`src/rtl/ctrl_decode_pipe_if.sv`:
```
// rtl/ctrl_decode_pipe_if.sv - D-stage inputs and E-stage control outputs of the decode/issue stage
interface ctrl_decode_pipe_if;
    logic [31:0] instr_d;
    logic        valid_d;
    logic        flush_e;
    logic [2:0]  imm_src_d;
    logic        stall_d;
    logic        valid_e;
    logic        reg_write_e;
    logic        alu_src_e;
    logic        mem_write_e;
    logic        jump_e;
    logic        branch_e;
    logic        jal_src_e;
    logic        u_src_e;
    logic        uo_control_e;
    logic        muldiv_e;
    logic        illegal_e;
    logic [1:0]  result_src_e;
    logic [1:0]  alu_op_e;
    logic [4:0]  rd_e;
    logic        div_busy;

    modport master (
        output instr_d, valid_d, flush_e,
        input  imm_src_d, stall_d, valid_e, reg_write_e, alu_src_e, mem_write_e,
               jump_e, branch_e, jal_src_e, u_src_e, uo_control_e, muldiv_e,
               illegal_e, result_src_e, alu_op_e, rd_e, div_busy
    );

    modport slave (
        input  instr_d, valid_d, flush_e,
        output imm_src_d, stall_d, valid_e, reg_write_e, alu_src_e, mem_write_e,
               jump_e, branch_e, jal_src_e, u_src_e, uo_control_e, muldiv_e,
               illegal_e, result_src_e, alu_op_e, rd_e, div_busy
    );
endinterface

```
`src/rtl/ctrl_decode_pipe.sv`:
```
// rtl/ctrl_decode_pipe.sv - RV32I decode, D/E control register, load-use and divide-hold stall
module ctrl_decode_pipe #(
    parameter bit          ENABLE_M   = 1'b0,
    parameter int unsigned DIV_CYCLES = 8,
    parameter bit          RD0_GATE   = 1'b1
) (
    input  logic               clk,
    input  logic               rst_n,
    ctrl_decode_pipe_if.slave  bus
);
    localparam int CW = $clog2(DIV_CYCLES + 1);
    localparam logic [CW-1:0] DIV_LOAD = CW'(DIV_CYCLES - 1);

    typedef struct packed {
        logic       regWrite;
        logic       aluSrc;
        logic       memWrite;
        logic       jump;
        logic       branch;
        logic       jalSrc;
        logic       uSrc;
        logic       uoControl;
        logic       muldiv;
        logic       illegal;
        logic [1:0] resultSrc;
        logic [1:0] aluOp;
        logic [4:0] rd;
    } ctl_t;

    logic [6:0] opcode;
    logic [4:0] rdField, rs1, rs2;
    logic [6:0] funct7;
    ctl_t       dec, eCtl;
    logic [2:0] immSrc;
    logic       usesRs1, usesRs2;
    logic       eValid;
    logic [CW-1:0] divCnt;
    logic       divBusy, loadUse, isDiv;

    assign opcode  = bus.instr_d[6:0];
    assign rdField = bus.instr_d[11:7];
    assign rs1     = bus.instr_d[19:15];
    assign rs2     = bus.instr_d[24:20];
    assign funct7  = bus.instr_d[31:25];

    always_comb begin
        dec     = '0;
        immSrc  = 3'b000;
        usesRs1 = 1'b0;
        usesRs2 = 1'b0;
        case (opcode)
            7'b0110011: begin
                dec.regWrite = 1'b1; dec.aluOp = 2'b10; usesRs1 = 1'b1; usesRs2 = 1'b1;
                if (ENABLE_M && funct7 == 7'b0000001) begin
                    dec.aluOp = 2'b11; dec.muldiv = 1'b1;
                end
            end
            7'b0010011: begin
                dec.regWrite = 1'b1; dec.aluSrc = 1'b1; dec.aluOp = 2'b10; usesRs1 = 1'b1;
            end
            7'b0000011: begin
                dec.regWrite = 1'b1; dec.aluSrc = 1'b1; dec.resultSrc = 2'b01; usesRs1 = 1'b1;
            end
            7'b0100011: begin
                dec.aluSrc = 1'b1; dec.memWrite = 1'b1; immSrc = 3'b001;
                usesRs1 = 1'b1; usesRs2 = 1'b1;
            end
            7'b1100011: begin
                dec.branch = 1'b1; dec.aluOp = 2'b01; immSrc = 3'b010;
                usesRs1 = 1'b1; usesRs2 = 1'b1;
            end
            7'b1101111: begin
                dec.regWrite = 1'b1; dec.jump = 1'b1; dec.resultSrc = 2'b10; immSrc = 3'b011;
            end
            7'b1100111: begin
                dec.regWrite = 1'b1; dec.jump = 1'b1; dec.jalSrc = 1'b1;
                dec.resultSrc = 2'b10; usesRs1 = 1'b1;
            end
            7'b0110111: begin
                dec.regWrite = 1'b1; dec.resultSrc = 2'b11; immSrc = 3'b100; dec.uoControl = 1'b1;
            end
            7'b0010111: begin
                dec.regWrite = 1'b1; dec.resultSrc = 2'b11; immSrc = 3'b100; dec.uSrc = 1'b1;
            end
            default: dec.illegal = 1'b1;
        endcase
        // Illegal encodings carry no destination so they can never trigger a hazard.
        dec.rd = dec.illegal ? 5'd0 : rdField;
        if (rdField == 5'd0 && (RD0_GATE || opcode == 7'b0010011))
            dec.regWrite = 1'b0;
    end

    assign isDiv   = dec.muldiv & bus.instr_d[14];
    assign divBusy = (divCnt != '0);
    assign loadUse = bus.valid_d & eValid & (eCtl.resultSrc == 2'b01) & (eCtl.rd != 5'd0) &
                     ((usesRs1 & (rs1 == eCtl.rd)) | (usesRs2 & (rs2 == eCtl.rd)));

    always_ff @(posedge clk or negedge rst_n) begin
        if (!rst_n) begin
            eValid <= 1'b0;
            eCtl   <= '0;
            divCnt <= '0;
        end else if (bus.flush_e) begin
            eValid <= 1'b0;
            eCtl   <= '0;
            divCnt <= '0;
        end else if (divBusy) begin
            divCnt <= divCnt - CW'(1);
        end else if (loadUse) begin
            eValid <= 1'b0;
            eCtl   <= '0;
        end else begin
            eValid <= bus.valid_d;
            eCtl   <= bus.valid_d ? dec : '0;
            if (bus.valid_d && isDiv)
                divCnt <= DIV_LOAD;
        end
    end

    assign bus.imm_src_d    = immSrc;
    assign bus.stall_d      = loadUse | divBusy;
    assign bus.valid_e      = eValid;
    assign bus.reg_write_e  = eCtl.regWrite;
    assign bus.alu_src_e    = eCtl.aluSrc;
    assign bus.mem_write_e  = eCtl.memWrite;
    assign bus.jump_e       = eCtl.jump;
    assign bus.branch_e     = eCtl.branch;
    assign bus.jal_src_e    = eCtl.jalSrc;
    assign bus.u_src_e      = eCtl.uSrc;
    assign bus.uo_control_e = eCtl.uoControl;
    assign bus.muldiv_e     = eCtl.muldiv;
    assign bus.illegal_e    = eCtl.illegal;
    assign bus.result_src_e = eCtl.resultSrc;
    assign bus.alu_op_e     = eCtl.aluOp;
    assign bus.rd_e         = eCtl.rd;
    assign bus.div_busy     = divBusy;
endmodule

```
`src/flat_wrapper.sv`:
```
// flat-port wrapper written by rule: the top's interface ports become plain ports
module ctrl_decode_pipe_flat 
#(
    parameter bit          ENABLE_M   = 1'b0,
    parameter int unsigned DIV_CYCLES = 8,
    parameter bit          RD0_GATE   = 1'b1
)
  (clk, rst_n, bus_instr_d, bus_valid_d, bus_flush_e, bus_imm_src_d, bus_stall_d, bus_valid_e, bus_reg_write_e, bus_alu_src_e, bus_mem_write_e, bus_jump_e, bus_branch_e, bus_jal_src_e, bus_u_src_e, bus_uo_control_e, bus_muldiv_e, bus_illegal_e, bus_result_src_e, bus_alu_op_e, bus_rd_e, bus_div_busy);
  ctrl_decode_pipe_if bus_i ();
  input  logic clk;
  input  logic rst_n;
  input wire logic [$bits(bus_i.instr_d)-1:0] bus_instr_d;
  input wire logic [$bits(bus_i.valid_d)-1:0] bus_valid_d;
  input wire logic [$bits(bus_i.flush_e)-1:0] bus_flush_e;
  output wire logic [$bits(bus_i.imm_src_d)-1:0] bus_imm_src_d;
  output wire logic [$bits(bus_i.stall_d)-1:0] bus_stall_d;
  output wire logic [$bits(bus_i.valid_e)-1:0] bus_valid_e;
  output wire logic [$bits(bus_i.reg_write_e)-1:0] bus_reg_write_e;
  output wire logic [$bits(bus_i.alu_src_e)-1:0] bus_alu_src_e;
  output wire logic [$bits(bus_i.mem_write_e)-1:0] bus_mem_write_e;
  output wire logic [$bits(bus_i.jump_e)-1:0] bus_jump_e;
  output wire logic [$bits(bus_i.branch_e)-1:0] bus_branch_e;
  output wire logic [$bits(bus_i.jal_src_e)-1:0] bus_jal_src_e;
  output wire logic [$bits(bus_i.u_src_e)-1:0] bus_u_src_e;
  output wire logic [$bits(bus_i.uo_control_e)-1:0] bus_uo_control_e;
  output wire logic [$bits(bus_i.muldiv_e)-1:0] bus_muldiv_e;
  output wire logic [$bits(bus_i.illegal_e)-1:0] bus_illegal_e;
  output wire logic [$bits(bus_i.result_src_e)-1:0] bus_result_src_e;
  output wire logic [$bits(bus_i.alu_op_e)-1:0] bus_alu_op_e;
  output wire logic [$bits(bus_i.rd_e)-1:0] bus_rd_e;
  output wire logic [$bits(bus_i.div_busy)-1:0] bus_div_busy;
  assign bus_i.instr_d = bus_instr_d;
  assign bus_i.valid_d = bus_valid_d;
  assign bus_i.flush_e = bus_flush_e;
  assign bus_imm_src_d = bus_i.imm_src_d;
  assign bus_stall_d = bus_i.stall_d;
  assign bus_valid_e = bus_i.valid_e;
  assign bus_reg_write_e = bus_i.reg_write_e;
  assign bus_alu_src_e = bus_i.alu_src_e;
  assign bus_mem_write_e = bus_i.mem_write_e;
  assign bus_jump_e = bus_i.jump_e;
  assign bus_branch_e = bus_i.branch_e;
  assign bus_jal_src_e = bus_i.jal_src_e;
  assign bus_u_src_e = bus_i.u_src_e;
  assign bus_uo_control_e = bus_i.uo_control_e;
  assign bus_muldiv_e = bus_i.muldiv_e;
  assign bus_illegal_e = bus_i.illegal_e;
  assign bus_result_src_e = bus_i.result_src_e;
  assign bus_alu_op_e = bus_i.alu_op_e;
  assign bus_rd_e = bus_i.rd_e;
  assign bus_div_busy = bus_i.div_busy;
  ctrl_decode_pipe #(.ENABLE_M(ENABLE_M), .DIV_CYCLES(DIV_CYCLES), .RD0_GATE(RD0_GATE)) u_core (.clk(clk), .rst_n(rst_n), .bus(bus_i));
endmodule
```
`config.mk`:
```
export PLATFORM = sky130hd
export DESIGN_NAME = ctrl_decode_pipe_flat
export DESIGN_NICKNAME = d
export VERILOG_FILES = /design/src/rtl/ctrl_decode_pipe_if.sv /design/src/rtl/ctrl_decode_pipe.sv /design/src/flat_wrapper.sv
export SDC_FILE = /design/constraint.sdc
export NUM_CORES = 1
export LEC_CHECK = 0
export ABC_AREA = 1
export BUFFER_PORTS_ARGS = -buffer_cell sky130_fd_sc_hd__clkbuf_2
export CORE_MARGIN = 5
export CORE_UTILIZATION = 41
export CTS_BUF_LIST = sky130_fd_sc_hd__clkbuf_4 sky130_fd_sc_hd__clkbuf_8 sky130_fd_sc_hd__clkbuf_16
export DETAILED_ROUTE_END_ITERATION = 16
export PLACE_DENSITY = 0.8
export REMOVE_ABC_BUFFERS = 1
export SETUP_SLACK_MARGIN = 0.4
export SYNTH_ARGS = -nofsm -noshare
export SYNTH_HDL_FRONTEND = slang
export SYNTH_SLANG_ARGS = --single-unit
```
`constraint.sdc`:
```
create_clock -name clk -period 3.5 [get_ports clk]
set_clock_uncertainty 0.05 [all_clocks]
set_input_delay 0.175 -clock clk [delete_from_list [all_inputs] [get_ports clk]]
set_output_delay 0.175 -clock clk [all_outputs]
set_load 0.02 [all_outputs]
```
==> impl_metrics.tcl, run 1 <==
set metrics [dict create \
    setup_slack_ns 1.60 \
    cap_violations 0 \
    final_hold_viol_count 0 \
    wl_per_cell_um 11.4 \
    postSynthCellCount 199 \
    hold_ws_ns 0.0854 \
    critPathArrivalTime_ns 1.67 \
    clkPwrFrac_pct 28.1 \
    p_seq_share_pct 34.4 \
    grt_pass1_wl_mm 5.97 \
    drt-initial-drc-count 41 \
    slew-limit-headroom_pct 64.1 \
    clock_latency_ns 0.27 \
    synthFlopType "dfrtp_1" \
    drtPass1Iterations 4 \
    hpwlAfterDp_mm 2.58 \
    hold_path.class "in2reg" \
    area.growth.synth_to_final_pct 22.6 \
    ant_nets 0 \
    htree_levels 1 \
    finalWirelength_mm 3.39 \
    crit_buf_inv 1 \
    viasPerCell 4.59 \
    grtUsageTotal_pct 14.4 \
    postLayoutCoreUtil_pct 51.2 \
    slowest_delay_ns 0.45 \
    synth.distinct_cells 29 \
    met1_length_mm 1.46 \
    irDropWorstVdd_mv 0.211 \
    die_area_um2 5020 \
    gr-total-overflow 0 \
    end_kind "output pin" \
    avgSynthCellArea_um2 7.63 \
    status "completed" \
    crit_required_ns 3.27 \
    setup_viol 0 \
    top_layer "met4" \
    vias 1359 \
    cts.reportedPaths.clkPinSlew_ns 0.09 \
    ys_seq_area_share_pct 36.2 \
    cts-root-buf "clkbuf_8" \
    critPathSlowestCell "dfrtp_1" \
    yosys_warnings 0 \
    ys_ff_latch 22 \
    path_max_fanout 17 \
    syn_area_um2 1520 \
    grt_pass1_vias 1409 \
    combPwrFrac_pct 37.5 \
    fillCellCount 369 \
    power_switching_w 0.000324 \
    drc_errors 0 \
    maxSlewViolCount 0 \
    ys_async_sr_fraction_pct 100 \
    synth-edff-count 0 \
    met3_length_um 181 \
    layout-drive-gt1-share_pct 36.3 \
    p_per_area_nw_per_um2 465 \
    path_delay_family "simple AND/OR/NAND/NOR gates" \
    io_pins 61 \
    synthTopCellsByArea "dfrtp_1, nand2_1, inv_1" \
    multi_input_area_um2 808 \
    p_int_w 0.000542 \
    grt_max_degree 23 \
    path_cells "xnor2_1 -> nand2_1 -> nor2_1 -> nand2_1 -> nand2_2 -> nand2_4 -> nand2_1 -> clkbuf_2" \
    post-route-period-util_pct 54.2 \
    worst_pin_slew_ns 0.539 \
    port_buffers 49 \
    die_width_um 70.9 \
    p_sw_share_pct 37.4 \
    critPathLaunchType "flop" \
    min_period_ns 1.90 \
    cts_setup_buffers 0 \
    yosys.area.top_type "dfrtp_1" \
    core_area_um2 3630 \
    nNetsFinal 286 \
    cts.path.max_buffers 2 \
    regArea_um2 551 \
    rsz0062_at_grt "no" \
    rows 22 \
    max_freq_ghz 0.528 \
    gp_congestion 0.762 \
    numCtsBuffers 3 \
    fp.dieH_um 70.9 \
    wl_met2_mm 1.69 \
    crit_path_frequent_cell "nand2_1" \
    dp_slack_ns 1.76 \
    cts_sinks 22 \
    path_class "reg2out" \
    yosys.area.top_type_share_pct 36.2 \
    start_util_pct 41.8 \
    leakagePower_nw 1.12 \
    fin_tns_setup_ns 0 \
    cts_tree "built" \
    num_antenna_cells 0 \
    antenna_found_initial 0 \
]
-- cell families after synthesis --
kind of cell | Yosys count | synth area share [%]
XOR/XNOR | 9 | 5.19
AO/OA/AOI/OAI | 10 | 4.04
AND/OR/NAND/NOR | 121 | 42.9
other | 1 | 0.247
adder cells (fa/ha/maj) | 1 | 0.824
buffers and inverters | 35 | 10.5
flip-flops | 22 | 36.2
-- flip-flops by register name (all words and copies together) (netlist names) --
register and cells:
u_core.bus.valid_e 1, u_core.bus.result_src_e 2, u_core.bus.jump_e 1, u_core.bus.alu_op_e 1, u_core.bus.u_src_e 1, u_core.bus.alu_src_e 1
u_core.bus.reg_write_e 1, u_core.bus.uo_control_e 1, u_core.bus.rd_e 5, u_core.bus.illegal_e 1, u_core.divCnt 4, u_core.bus.jal_src_e 1
u_core.bus.branch_e 1, u_core.bus.mem_write_e 1
-- Yosys cell counts, drive strengths merged (2+ instances only) --
cell type and count:
o21ai 6, nor2 25, xnor2 8, nor3 3, nand2 66, nand4 2, dfrtp 22, inv 29
buf 5, nand3 25
-- path summary, 6_finish.rpt --
path | start | endpoint | slack (ns) | cells after the start
max | u_core.bus.rd_e[0]$_DFFE_PN0P_ | bus_stall_d | 1.60 | 8
min | bus_flush_e | u_core.bus.uo_control_e$_DFFE_PN0P_ | 0.09 | 2
max reg2reg | u_core.divCnt[0]$_DFFE_PN0P_ | u_core.bus.jump_e$_DFFE_PN0P_ | 1.74 | 8
min reg2reg | u_core.bus.alu_src_e$_DFFE_PN0P_ | u_core.bus.alu_src_e$_DFFE_PN0P_ | 0.44 | 2
max in group asynchronous | rst_n | u_core.bus.branch_e$_DFFE_PN0P_ | 2.68 | 2
min in group asynchronous | rst_n | u_core.bus.rd_e[1]$_DFFE_PN0P_ | 0.36 | 2
-- what timing repair did --
item	4_1_cts	5_1_grt
hold buffers	1	0
resized for setup	0	0
hold endpoints to repair	22	0
-- cells in the final DEF, fill, tap and decap left out, drive strengths merged, types with 2 or more instances in the layout --
master  Yosys  layout
dfrtp      22      22
nor2       25      25
nand3      25      25
xnor2       8       8
inv        29      29
o21ai       6       6
nand2      66      66
clkbuf      1      52
nor3        3       3
nand4       2       2
-- through the flow --
step	std cells	instance area, um^2	power [W]
finish	296	1860	0.000866
detailed placement	291	1780	0.000622
global route	296	1860	0.000927
CTS	296	1860	0.000874
floorplan	193	1470	0.000519
global placement	291	1780	0.000613
-- power by group through the flow --
| stage | Sequential [W] | Clock [W] | Combinational [W] |
|---|---|---|---|
| 3_5_place_dp | 0.000303 | 0 | 0.000319 |
| 4_1_cts | 0.000298 | 0.000248 | 0.000328 |
| 6_report | 0.000298 | 0.000243 | 0.000325 |
| 3_3_place_gp | 0.000302 | 0 | 0.000311 |
| 5_1_grt | 0.000302 | 0.000260 | 0.000365 |
| 2_1_floorplan | 0.000313 | 0 | 0.000206 |
-- area by class of cell --
type | instances | share of cell area, %
inverters | 29 | 5.85
clock inverters | 1 | 1.61
well taps | 48 | 3.23
flip-flops and latches | 22 | 29.6
repair buffers | 51 | 14.1
clock buffers | 3 | 2.22
multi-input cells | 142 | 43.4
-- layer usage --
metal  global-route usage [%]  vias up
met1                     17.3      601
li1                         -      710
met4                     5.22        0
met3                     2.41        7
met2                     25.6       41
met5                        0        -
(Power assumes the default switching activity.)
==> run 2, diff against run 1 <==
- ABC_AREA: 1 -> 0
- PLACE_DENSITY: 0.8 -> 0.85
- clock period: 3.5 -> 1.69 ns (I/O delays scaled with it)
==> impl_metrics.tcl, run 2 <==
set metrics [dict create \
    fin_tns_setup_ns -7.09 \
    min_period_ns 2.15 \
    drc_errors 0 \
    yosys.area.top_type "dfrtp_1" \
    p_per_area_nw_per_um2 1160 \
    layout.cells.most_common_list "clkbuf_2, nand2_1, dfrtp_1, buf_4, dlygate4sd3_1" \
    yosysMostFrequentCell "nand2_1" \
    postLayoutCellArea_um2 2220 \
    largest_reg_flops 5 \
    final_hold_viol_count 0 \
    die_area_um2 4620 \
    grt_pass1_wl_mm 6.54 \
    gr-total-overflow 0 \
    p_total_w 0.00257 \
    path_class "reg2reg" \
    syn_area_um2 1380 \
    vias 1506 \
    synthTopCellsByCount "nand2_1, dfrtp_1, nand3_1, xor2_1" \
    cts-root-buf "clkbuf_4" \
    violations "setup timing" \
    die_width_um 68.0 \
    layout-drive-gt1-share_pct 52.6 \
    leakagePower_nw 1.06 \
    ys_async_sr_fraction_pct 100 \
    ant_nets 0 \
    cts.reportedPaths.clkPinSlew_ns 0.13 \
    irDropWorstVdd_mv 0.619 \
    yosys.area.top_type_share_pct 40.0 \
    viasPerCell 5.38 \
    yosys_warnings 0 \
    htree_levels 1 \
    antenna_found_initial 0 \
    r2r_cells 9 \
    r2r-start "u_core.divCnt[0]$_DFFE_PN0P_" \
    numCtsBuffers 3 \
    worst_pin_slew_ns 0.570 \
    drtPass1Iterations 4 \
    post-route-period-util_pct 127 \
    placed_area_um2 1750 \
    cap_violations 0 \
    max_freq_ghz 0.465 \
    gp_congestion 0.806 \
    start_util_pct 41.9 \
    critPathArrivalTime_ns 2.35 \
    grt_pass1_vias 1396 \
    grt_max_degree 23 \
    wl_per_cell_um 16.0 \
    area.growth.synth_to_final_pct 61.5 \
    rows 21 \
    path_max_fanout 3 \
    num_antenna_cells 0 \
    clock_latency_ns 0.31 \
    synth.distinct_cells 41 \
    min-delay-start "bus_instr_d[2]" \
    ys_ff_latch 22 \
    final_common_cell "clkbuf_2" \
    r2r-end "u_core.bus.result_src_e[0]$_DFFE_PN0P_" \
    holdPathStages 3 \
    hold-path-endpoint "u_core.bus.result_src_e[1]$_DFFE_PN0P_" \
    synthFlopType "dfrtp_1" \
    end_kind "flop" \
    core_area_um2 3280 \
    status "complete, but fails checks" \
    critPathLaunchType "flop" \
    setup_slack_ns -0.459 \
    hpwlAfterDp_mm 2.84 \
    synth-edff-count 0 \
    maxSlewViolCount 0 \
    cts.path.max_buffers 2 \
    cts_tree "built" \
    avgSynthCellArea_um2 8.83 \
    finalWirelength_mm 4.49 \
    io_pins 61 \
    fp.dieH_um 68.0 \
    synthTopCellsByArea "dfrtp_1, nand2_1, xor2_1" \
    postSynthCellCount 156 \
    grtUsageTotal_pct 18.4 \
    cts_sinks 22 \
    drt-initial-drc-count 57 \
    r2r_setup_slack_ns -0.46 \
    nNetsFinal 272 \
    slew-limit-headroom_pct 62.0 \
    rsz0062_at_grt "yes" \
    ys_seq_area_share_pct 40.0 \
    setup_viol 24 \
    crit_required_ns 1.89 \
    port_buffers 49 \
    hold_path.class "in2reg" \
]
[run 2: cell count changes after synthesis, moves of 4 or more]
cell	change
clkbuf_1	+4
inv_1	-26
nand2_1	-22
nand2_2	-14
nand3_2	-10
nor2_1	-10
nor3_1	+4
o21ai_0	-5
o21ai_1	+8
o31ai_1	+5
xor2_1	+8
[run 2: cell type report]
cell class              count  area [um^2]
repair buffers             86          629
fillers                   249         1060
clock buffers               3         22.5
flip-flops and latches     22          552
clock inverters             1         30.0
multi-input cells         120          926
inverters                   2         7.51
well taps                  46         57.6
[run 2: cell families (layout without fill, tap and decap cells)]
logic type	after synthesis	in the layout	synth area share (%)
fa+ha+maj	1	1	0.908
flops	22	22	40.0
xor+xnor	14	14	8.90
compound gates	28	28	15.7
other cells	1	1	0.272
buf+inv	14	92	5.27
simple gates	76	76	29.0
[run 2: how the worst max path moves through the flow]
stage | start | endpoint | slack [ns] | depth (start not counted)
3_3_place_gp | u_core.divCnt[0]$_DFFE_PN0P_ | u_core.bus.reg_write_e$_DFFE_PN0P_ | -0.22 | 7
2_1_floorplan | u_core.divCnt[0]$_DFFE_PN0P_ | u_core.bus.alu_op_e[1]$_DFFE_PN0P_ | -0.50 | 6
6_report | u_core.divCnt[0]$_DFFE_PN0P_ | u_core.bus.result_src_e[0]$_DFFE_PN0P_ | -0.46 | 9
5_1_grt | u_core.divCnt[0]$_DFFE_PN0P_ | u_core.bus.result_src_e[0]$_DFFE_PN0P_ | -0.53 | 9
4_1_cts | u_core.divCnt[1]$_DFFE_PN0P_ | bus_stall_d | -0.42 | 6
3_5_place_dp | u_core.divCnt[0]$_DFFE_PN0P_ | u_core.bus.reg_write_e$_DFFE_PN0P_ | -0.29 | 7
[run 2: worst max-delay path: stages (launching register included)]
cell and delay, ns:
dfrtp_1 0.42, inv_2 0.09, ha_4 0.13, or3b_4 0.39
buf_6 0.14, or3b_4 0.39, nor2_4 0.16, buf_4 0.13
nand3_2 0.06, o21ai_1 0.13
[run 2: repair_timing]
item,in CTS,in global routing
setup buffers,4,5
endpoints found under the hold margin,29,1
gates cloned,1,0
gates resized for setup,22,35
hold buffers,10,1
pin swaps,3,9
endpoints found under the setup margin,24,26
[run 2: stage by stage]
step,hold WS (ns),utilization (%),instances,setup WS [ns]
after floorplan,-0.261,-,144,-0.495
after global placement,0.0401,53.2,255,-0.215
after detailed placement,0.0530,53.2,255,-0.291
after CTS,0.00827,61.8,274,-0.421
after global routing,0.0536,67.7,280,-0.528
final,0.0608,67.7,280,-0.459
[run 2: layer usage]
| layer | up-vias | wire, um | global-route usage (%) |
|---|---|---|---|
| met4 | 0 | 38 | 4.96 |
| met5 | - | 0 | 0 |
| met3 | 4 | 334 | 3.78 |
| met1 | 738 | 1890 | 25.2 |
| li1 | 700 | - | - |
| met2 | 64 | 2230 | 29.6 |
[run 2: power by group]
group / total, W / leakage, nW / switching (W) / internal (W)
registers: 0.000638 / 0.301 / 0.0000491 / 0.000589
clock network: 0.000410 / 0.0279 / 0.000170 / 0.000240
logic: 0.00152 / 0.730 / 0.000674 / 0.000850
==> run 3, diff against run 2 <==
- CORE_MARGIN: 5 -> unset
==> impl_metrics.tcl, run 3 (same netlist as run 2, synthesis figures left out) <==
set metrics [dict create \
    die_width_um 60.0 \
    core_area_um2 3130 \
    drt-initial-drc-count 51 \
    cts_tree "built" \
    finalWirelength_mm 4.22 \
    post-route-period-util_pct 124 \
    worst_pin_slew_ns 0.578 \
    grtUsageTotal_pct 23.2 \
    cts.reportedPaths.clkPinSlew_ns 0.13 \
    final_common_cell "clkbuf_2" \
    rsz0062_at_grt "yes" \
    cts.path.max_buffers 2 \
    fin_tns_setup_ns -7.26 \
    critPathLaunchType "flop" \
    path_max_fanout 5 \
    critPathArrivalTime_ns 2.27 \
    numCtsBuffers 3 \
    slowest_delay_ns 0.42 \
    antenna_found_initial 0 \
    drtPass1Iterations 4 \
    port_buffers 49 \
    largest_reg_flops 5 \
    grt_pass1_wl_mm 6.18 \
    placed_area_um2 1760 \
    start_util_pct 44.0 \
    nNetsFinal 275 \
    hold_path.class "in2reg" \
    gr-total-overflow 0 \
    maxSlewViolCount 0 \
    p_per_area_nw_per_um2 1180 \
    fp.dieH_um 60.0 \
    violations "setup timing" \
    min_period_ns 2.10 \
    postLayoutCellArea_um2 2190 \
    rows 20 \
    clock_latency_ns 0.32 \
    layout.cells.most_common_list "clkbuf_2, nand2_1, buf_4, dfrtp_1, buf_6" \
    leakagePower_nw 1.06 \
    setup_viol 24 \
    ant_nets 0 \
    area.growth.synth_to_final_pct 58.7 \
    layout-drive-gt1-share_pct 51.1 \
    critPathSlowestCell "dfrtp_1" \
    crit_path_frequent_cell "buf_6" \
    cts_sinks 22 \
    drc_errors 0 \
    path_class "reg2reg" \
    grt_max_degree 23 \
    die_area_um2 3600 \
    gp_congestion 0.829 \
    crit_required_ns 1.87 \
    cap_violations 0 \
    num_antenna_cells 0 \
    htree_levels 1 \
    viasPerCell 5.31 \
    io_pins 61 \
    cts-root-buf "clkbuf_4" \
    slew-limit-headroom_pct 61.5 \
    status "complete, but fails checks" \
    wl_per_cell_um 15.0 \
    grt_pass1_vias 1390 \
    setup_slack_ns -0.407 \
    path_delay_family "simple AND/OR/NAND/NOR gates" \
    final_hold_viol_count 0 \
    crit_buf_inv 3 \
    dp_slack_ns -0.281 \
    irDropWorstVdd_mv 0.638 \
    hpwlAfterDp_mm 2.56 \
    path_cells "inv_2 -> ha_4 -> or3b_4 -> buf_6 -> nor3b_4 -> buf_6 -> nand3_2 -> o31ai_2" \
    max_freq_ghz 0.477 \
    vias 1491 \
    end_kind "flop" \
]
==> run 3: changes by cell type in the layout (fill, tap and decap cells not counted), sizes merged <==
cell         previous run  this run
dlygate4sd3            11         9
buf                    29        34
==> run 3: area by class of cell <==
| cell class | count | area, um^2 |
|---|---|---|
| timing repair buffer | 89 | 627 |
| tap | 44 | 55.1 |
| sequential | 22 | 554 |
| clock inverter | 1 | 30.0 |
| clock buffer | 3 | 22.5 |
| multi-input combinational | 120 | 890 |
| inverter | 2 | 7.51 |
| fill | 227 | 942 |
==> run 3: worst paths after layout <==
path / start / end / slack, ns / cells after the start
min reg2reg: u_core.bus.alu_src_e$_DFFE_PN0P_ / u_core.bus.alu_src_e$_DFFE_PN0P_ / 0.45 / 2
max reg2reg: u_core.divCnt[1]$_DFFE_PN0P_ / u_core.bus.rd_e[4]$_DFFE_PN0P_ / -0.41 / 8
min: bus_instr_d[5] / u_core.bus.u_src_e$_DFFE_PN0P_ / 0.009 / 2
min in group asynchronous: rst_n / u_core.bus.uo_control_e$_DFFE_PN0P_ / 0.23 / 2
max: u_core.divCnt[1]$_DFFE_PN0P_ / u_core.bus.rd_e[4]$_DFFE_PN0P_ / -0.41 / 8
max in group asynchronous: rst_n / u_core.bus.rd_e[1]$_DFFE_PN0P_ / 0.95 / 2
==> run 3: power breakdown <==
part | switching, W | internal [W]
registers | 0.0000484 | 0.000589
clock network | 0.000178 | 0.000240
logic | 0.000653 | 0.000869
==> run 3: worst register-to-register path, delay by kind of cell, from the launching register on <==
kind	cells	cell delay, ns
AO/OA/AOI/OAI	1	0.22
flip-flops	1	0.42
AND/OR/NAND/NOR	3	0.80
buffers and inverters	3	0.39
adder cells (fa/ha/maj)	1	0.13
==> run 3: metal layers <==
layer / share of wire (%) / vias to the layer above / global-route usage (%) / routed length [um]
met4: 1.6 / 0 / 5.98 / 68
li1: - / 706 / - / -
met5: 0 / - / 0 / 0
met3: 6.4 / 8 / 3.03 / 269
met1: 42 / 707 / 29.1 / 1760
met2: 50 / 70 / 41.9 / 2130
==> run 3: stage by stage <==
stage	util [%]	cells	hold slack (ns)	total power, W
2_1_floorplan	-	144	-0.261	0.00105
3_3_place_gp	56.1	256	0.0415	0.00138
3_5_place_dp	56.1	256	0.0484	0.00140
4_1_cts	64.6	274	0.0104	0.00215
5_1_grt	69.9	281	0.0304	0.00268
6_report	69.9	281	0.00895	0.00258
==> run 3: repair_timing <==
item | in CTS | in global routing
setup endpoints to repair | 24 | 26
gates cloned | 1 | 0
setup buffers | 4 | 7
pin swaps | 4 | 11
hold endpoints to repair | 30 | 0
resized for setup | 19 | 31
hold buffers | 9 | 0
